## src/rtl/dpi_sync_pkg.sv

```systemverilog
// Shared definitions for the DPI sync lock controller: FSM encoding and
// default sizing of the timing counters and lock qualification.
package dpi_sync_pkg;

    localparam int DEF_CNT_W       = 12;
    localparam int DEF_LOCK_FRAMES = 4;

    // match_cnt width; LOCK_FRAMES is limited to 1..15
    localparam int MATCH_W         = 4;

    typedef enum logic [1:0] {
        ST_IDLE    = 2'd0,
        ST_ACQUIRE = 2'd1,
        ST_LOCKED  = 2'd2
    } lock_state_t;

endpackage

```

## src/rtl/dpi_sync_lock_ctrl_period.sv

```systemverilog
// dpi_period_counter: rising-edge detector on a sync input plus a saturating
// counter of 'tick' events since that edge, with period and timeout outputs.
module dpi_period_counter
    import dpi_sync_pkg::*;
#(
    parameter int CNT_W       = DEF_CNT_W,
    // 0: counter restarts at 0 on the edge and period = cnt + 1.
    // 1: a tick coincident with the edge is the first event of the new
    //    interval, so the counter restarts at that tick and period = cnt.
    parameter bit EDGE_COUNTS = 1'b0
) (
    input  logic             clk,
    input  logic             rst_n,
    input  logic             sig_in,
    input  logic             tick,
    output logic             sig_d,
    output logic             rise,
    output logic [CNT_W-1:0] period,
    output logic             timeout
);

    localparam logic [CNT_W-1:0] CNT_MAX = '1;
    localparam logic [CNT_W-1:0] CNT_ONE = {{(CNT_W-1){1'b0}}, 1'b1};

    logic [CNT_W-1:0] cnt;

    assign rise    = sig_in & ~sig_d;
    assign timeout = (cnt == CNT_MAX);
    assign period  = EDGE_COUNTS ? cnt : (cnt + CNT_ONE);

    always_ff @(posedge clk or negedge rst_n) begin
        if (!rst_n) begin
            sig_d <= 1'b0;
            cnt   <= '0;
        end else begin
            sig_d <= sig_in;
            if (rise) begin
                cnt <= EDGE_COUNTS ? {{(CNT_W-1){1'b0}}, tick} : '0;
            end else if (tick && !timeout) begin
                cnt <= cnt + CNT_ONE;
            end
        end
    end

endmodule

```

## src/rtl/dpi_sync_lock_ctrl.sv

```systemverilog
// DPI timing qualifier: measures line period and lines per frame, locks after
// LOCK_FRAMES identical good frames and blanks pixel data until locked.
module dpi_sync_lock_ctrl
    import dpi_sync_pkg::*;
#(
    parameter int CNT_W       = DEF_CNT_W,
    parameter int LOCK_FRAMES = DEF_LOCK_FRAMES
) (
    input  logic               clk_video,
    input  logic               reset_n,
    input  logic [23:0]        rgb_in,
    input  logic               hsync_in,
    input  logic               vsync_in,
    output logic [23:0]        rgb_out,
    output logic               hsync_out,
    output logic               vsync_out,
    output logic               locked,
    output logic               unlock_pulse,
    output logic [CNT_W-1:0]   h_total,
    output logic [CNT_W-1:0]   v_total,
    output logic [1:0]         state_dbg,
    output logic [MATCH_W-1:0] match_cnt_dbg
);

    localparam logic [MATCH_W-1:0] MATCH_ONE   = {{(MATCH_W-1){1'b0}}, 1'b1};
    localparam logic [MATCH_W-1:0] LOCK_TARGET = MATCH_W'(LOCK_FRAMES);

    logic             hrise;
    logic             vrise;
    logic             h_tmo;
    logic             v_sat;
    logic [CNT_W-1:0] h_period;
    logic [CNT_W-1:0] v_meas;

    // Line timing: counts every clock between hsync rising edges.
    dpi_period_counter #(
        .CNT_W       (CNT_W),
        .EDGE_COUNTS (1'b0)
    ) u_line_cnt (
        .clk     (clk_video),
        .rst_n   (reset_n),
        .sig_in  (hsync_in),
        .tick    (1'b1),
        .sig_d   (hsync_out),
        .rise    (hrise),
        .period  (h_period),
        .timeout (h_tmo)
    );

    // Frame timing: counts hsync edges between vsync edges.
    dpi_period_counter #(
        .CNT_W       (CNT_W),
        .EDGE_COUNTS (1'b1)
    ) u_frame_cnt (
        .clk     (clk_video),
        .rst_n   (reset_n),
        .sig_in  (vsync_in),
        .tick    (hrise),
        .sig_d   (vsync_out),
        .rise    (vrise),
        .period  (v_meas),
        .timeout (v_sat)
    );

    logic [CNT_W-1:0] line_ref;
    logic             ref_valid;
    logic             frame_ok;
    logic             frame_tmo;

    // Per-frame line consistency; an hrise coincident with vrise starts the
    // new frame, so its period is not taken as that frame's reference.
    always_ff @(posedge clk_video or negedge reset_n) begin
        if (!reset_n) begin
            line_ref  <= '0;
            ref_valid <= 1'b0;
            frame_ok  <= 1'b0;
            frame_tmo <= 1'b0;
        end else if (vrise) begin
            ref_valid <= 1'b0;
            frame_ok  <= 1'b1;
            frame_tmo <= 1'b0;
        end else begin
            if (h_tmo) begin
                frame_tmo <= 1'b1;
            end
            if (hrise) begin
                if (!ref_valid) begin
                    line_ref  <= h_period;
                    ref_valid <= 1'b1;
                end else if (h_period != line_ref) begin
                    frame_ok <= 1'b0;
                end
            end
        end
    end

    lock_state_t      state;
    lock_state_t      state_nxt;
    logic [MATCH_W-1:0] match_cnt;
    logic [MATCH_W-1:0] match_nxt;
    logic [MATCH_W-1:0] match_inc;
    logic             load_refs;
    logic             unlock_nxt;
    logic             frame_good;
    logic             same_timing;
    logic [CNT_W-1:0] h_ref;
    logic [CNT_W-1:0] v_ref;

    // A frame that overflowed the line counter cannot be measured either.
    assign frame_good  = frame_ok & ~frame_tmo & ~v_sat;
    assign same_timing = (line_ref == h_ref) && (v_meas == v_ref);
    assign match_inc   = match_cnt + MATCH_ONE;

    always_ff @(posedge clk_video or negedge reset_n) begin
        if (!reset_n) begin
            state     <= ST_IDLE;
            match_cnt <= '0;
        end else begin
            state     <= state_nxt;
            match_cnt <= match_nxt;
        end
    end

    always_comb begin
        state_nxt  = state;
        match_nxt  = match_cnt;
        load_refs  = 1'b0;
        unlock_nxt = 1'b0;
        if (h_tmo) begin
            state_nxt  = ST_IDLE;
            match_nxt  = '0;
            unlock_nxt = (state == ST_LOCKED);
        end else if (vrise) begin
            case (state)
                ST_IDLE: begin
                    state_nxt = ST_ACQUIRE;
                    match_nxt = '0;
                end
                ST_ACQUIRE: begin
                    if (frame_good && ((match_cnt == '0) || same_timing)) begin
                        load_refs = 1'b1;
                        match_nxt = match_inc;
                        if (match_inc >= LOCK_TARGET) begin
                            state_nxt = ST_LOCKED;
                        end
                    end else if (frame_good) begin
                        load_refs = 1'b1;
                        match_nxt = MATCH_ONE;
                    end else begin
                        match_nxt = '0;
                    end
                end
                ST_LOCKED: begin
                    if (!(frame_good && same_timing)) begin
                        state_nxt  = ST_ACQUIRE;
                        unlock_nxt = 1'b1;
                        if (frame_good) begin
                            load_refs = 1'b1;
                            match_nxt = MATCH_ONE;
                        end else begin
                            match_nxt = '0;
                        end
                    end
                end
                default: begin
                    state_nxt = ST_IDLE;
                    match_nxt = '0;
                end
            endcase
        end
    end

    logic [23:0] rgb_d;

    // locked follows state_nxt so it rises on the same edge that enters LOCKED.
    always_ff @(posedge clk_video or negedge reset_n) begin
        if (!reset_n) begin
            h_ref        <= '0;
            v_ref        <= '0;
            locked       <= 1'b0;
            unlock_pulse <= 1'b0;
            rgb_d        <= '0;
        end else begin
            if (load_refs) begin
                h_ref <= line_ref;
                v_ref <= v_meas;
            end
            locked       <= (state_nxt == ST_LOCKED);
            unlock_pulse <= unlock_nxt;
            rgb_d        <= rgb_in;
        end
    end

    assign rgb_out       = locked ? rgb_d : 24'd0;
    assign h_total       = h_ref;
    assign v_total       = v_ref;
    assign state_dbg     = state;
    assign match_cnt_dbg = match_cnt;

endmodule
```

## config.mk

```make
export PLATFORM = sky130hd
export DESIGN_NAME = dpi_sync_lock_ctrl
export DESIGN_NICKNAME = d
export VERILOG_FILES = /design/src/rtl/dpi_sync_pkg.sv /design/src/rtl/dpi_sync_lock_ctrl_period.sv /design/src/rtl/dpi_sync_lock_ctrl.sv
export SDC_FILE = /design/constraint.sdc
export NUM_CORES = 1
export LEC_CHECK = 0
export CAP_MARGIN = 10
export CORE_ASPECT_RATIO = 2
export CORE_MARGIN = 1.5
export CORE_UTILIZATION = 51
export DETAILED_ROUTE_END_ITERATION = 7
export PLACE_DENSITY_LB_ADDON = 0.08
export SYNTH_ARGS = -nofsm -noshare
export SYNTH_HDL_FRONTEND = slang
export SYNTH_SLANG_ARGS = --single-unit
```

## constraint.sdc

```tcl
create_clock -name clk_video -period 3.6 [get_ports clk_video]
set_input_delay 0.9 -clock clk_video [delete_from_list [all_inputs] [get_ports clk_video]]
set_output_delay 0.9 -clock clk_video [all_outputs]
set_load 0.03 [all_outputs]
```

==> results.toml <==
[status]
outcome = "complete, no violations"

[global_routing]
antenna_found_initial = 0
gr-total-overflow = 0
grt_max_degree = 57
grt_first_pass_wirelength_um = 17250
grt_pass1_vias = 3499
gr-usage-all-layers = 0.2337

[final_layout]
fin_cells = 612
mostFrequentLayoutCells = "dfrtp_1, clkdlybuf4s50_1, xor2_1"
finalInstanceArea_um2 = 5874
multiInputGateArea_um2 = 2078
area_growth_pct = 27.44
final_layout_size_suffix_gt1_frac = 0.1113
layout_commonest_cell = "dfrtp_1"
fillCellCount = 687
fin_nets = 543
diodes = 0
final_util = 0.6746
register_area_um2 = 2427

[placed_design]
dp_slack_ns = 0.5743
place_area_um2 = 5577
port_buffers = 85
placed_cells = 595
globalplace.congestion = 0.8861
place_hpwl_um = 7756

[yosys]
synthArstFlopShare = 1.000
synth_edf_count = 0
synth_cell_types = 52
syn_area_per_cell_um2 = 11.08
ys_ff_latch = 97
synth_area_leaders = "dfrtp_1, xor2_1, mux2_2"
ys_warn_count = 0
yosysTopAreaCellShare = 0.5266
synth_nets = 452
netlist_instances = 416
synth_area_um2 = 4609
post-synth-top-area-cell = "dfrtp_1"
seq_area_frac_synth = 0.5266
synth_flop_cell = "dfrtp_1"

[critical_path]
cp_slowest_cell = "dfrtp_1"
end_kind = "flop"
critPathRequiredTime_ns = 3.84
worstPathArrival_ns = 3.03
critPathLaunchType = "flop"
crit_chain = "xor2_1, nor4_1, nand4_1, o21a_1, o211ai_2, buf_4, mux2_2"
slowest_delay_ns = 0.46
crit_fanout = 24
critPathKind = "flop to flop"

[sta]
max_slew.worst_pin.slew_ns = 0.9783
period_needed_ns = 2.798
setup_violations = 0
min_period_over_period = 0.7773
fin_ws_ns = 0.8017
slew_viol_final = 0
max_freq_ghz = 0.3574
rsz0062_at_grt = "false"
finalSetupTns_ns = 0
skew_ns = 0.009578
hold_viol = 0
max-slew-margin-rel = 0.3418

[pwr]
pwr-share-clk = 0.242
p_switching_mw = 1.419
swShare = 0.3724
p_per_area_nw_per_um2 = 648.8
combPwrFrac = 0.361
p_int_mw = 2.392
ir_drop_uv = 427.8
seq_power_share = 0.397
p_leak_nw = 2.581

[die]
core_um2 = 8708
num_io_pins = 86
die_w_um = 70.23
die_h_um = 137.4
rows = 48
start_util = 0.5293
die_area_um2 = 9652

[worst_hold_path]
hp-class = "flop to flop"

[drt]
dr.pass1.iters = 4
drt_iter0_markers = 148
wl_um = 10590
ant_nets = 0
wire_per_inst_um = 17.31
vias = 3408
via_per_inst = 5.569
drc = 0

[cts]
cts_made_buffers = 9
clock_latency_ns = 0.35
clk_path_buf_depth = 2
cts-resized-gates = 0
cts_hold_buffers = 0
clk_pin_slew_ns = 0.07
cts_setup_buffers = 0
cts_root_buf = "clkbuf_16"
htree_levels = 3
cts_tree = "yes"
cts_sinks = 97

[job]
maxCapViolations = 0
-- worst paths after layout --
path                                        start    endpoint  slack [ns]  cells after the start
max                        u_frame_cnt.period[10]  h_total[8]        0.80                      7
min                                      frame_ok    frame_ok        0.54                      2
max reg2reg                u_frame_cnt.period[10]  h_total[8]        0.80                      7
min reg2reg                              frame_ok    frame_ok        0.54                      2
max in group asynchronous                 reset_n  v_total[8]        2.22                      2
min in group asynchronous                 reset_n   rgb_d[20]        0.60                      1
-- cell type report --
| type | instances | area share |
|---|---|---|
| sequential | 97 | 0.4132 |
| clock buffer | 9 | 0.03834 |
| clock inverter | 7 | 0.01044 |
| multi-input combinational | 295 | 0.3538 |
| tap | 100 | 0.02130 |
| timing repair buffer | 94 | 0.1565 |
| inverter | 10 | 0.006390 |
-- routing by layer --
layer | track usage | wire [um] | vias to the layer above | share of wire
met5 | 0 | 0 | - | 0
met4 | 0.08974 | 148 | 0 | 0.014
met3 | 0.04682 | 484 | 11 | 0.046
met2 | 0.4308 | 5900 | 92 | 0.56
met1 | 0.2608 | 4058 | 1673 | 0.38
li1 | - | - | 1632 | -
-- logic make-up after synthesis --
logic type               Yosys count  share of synthesized area
AO/OA/AOI/OAI                     63                    0.09121
XOR/XNOR                          58                     0.1132
adder cells (fa/ha/maj)            8                    0.02172
buffers and inverters             24                    0.02361
flip-flops                        97                     0.5266
multiplexers                      26                    0.06325
AND/OR/NAND/NOR                  140                     0.1604
-- critical path: cells and delay by family (launching register included) --
kind            cells  cell delay (ns)
compound gates      2             0.50
mux                 1             0.38
buf+inv             1             0.35
xor+xnor            1             0.19
simple gates        2             0.79
flops               1             0.46
-- power groups by stage --
stage	logic (mW)	clock network (mW)	registers (mW)
2_1_floorplan	0.682	0	1.69
3_3_place_gp	1.35	0	1.53
3_5_place_dp	1.37	0	1.54
4_1_cts	1.38	0.947	1.52
5_1_grt	1.48	0.985	1.54
6_report	1.37	0.923	1.51
-- per-stage QoR --
stage,power (mW),hold WS (ns)
floorplan,2.372,0.4648
global placement,2.881,0.4975
detailed placement,2.908,0.5171
CTS,3.846,0.5330
global route,4.006,0.5623
finish,3.811,0.5368
-- flip-flops by register name, indices dropped and copies added, names as in the netlist --
register            cells
locked                  1
h_total                12
frame_tmo               1
match_cnt_dbg           4
u_line_cnt.sig_d        1
u_frame_cnt.period     12
line_ref               12
frame_ok                1
u_frame_cnt.sig_d       1
state_dbg               2
u_line_cnt.cnt         12
rgb_d                  24
unlock_pulse            1
v_total                12
ref_valid               1
-- synth_stat cells (3+ instances only) --
cell type,count
o21ai_0,7
clkbuf_1,8
nand4_1,8
nor2_1,33
mux2_2,23
ha_1,8
nand2_1,23
dfrtp_1,97
buf_2,3
o31ai_1,5
xnor2_1,19
nand2b_1,3
xor2_1,38
inv_1,10
nor4_1,12
nor3_1,5
nand3_1,14
and2_1,27
nor2b_1,6
a21oi_1,25
No activity file was read; power rests on OpenSTA's default activity.
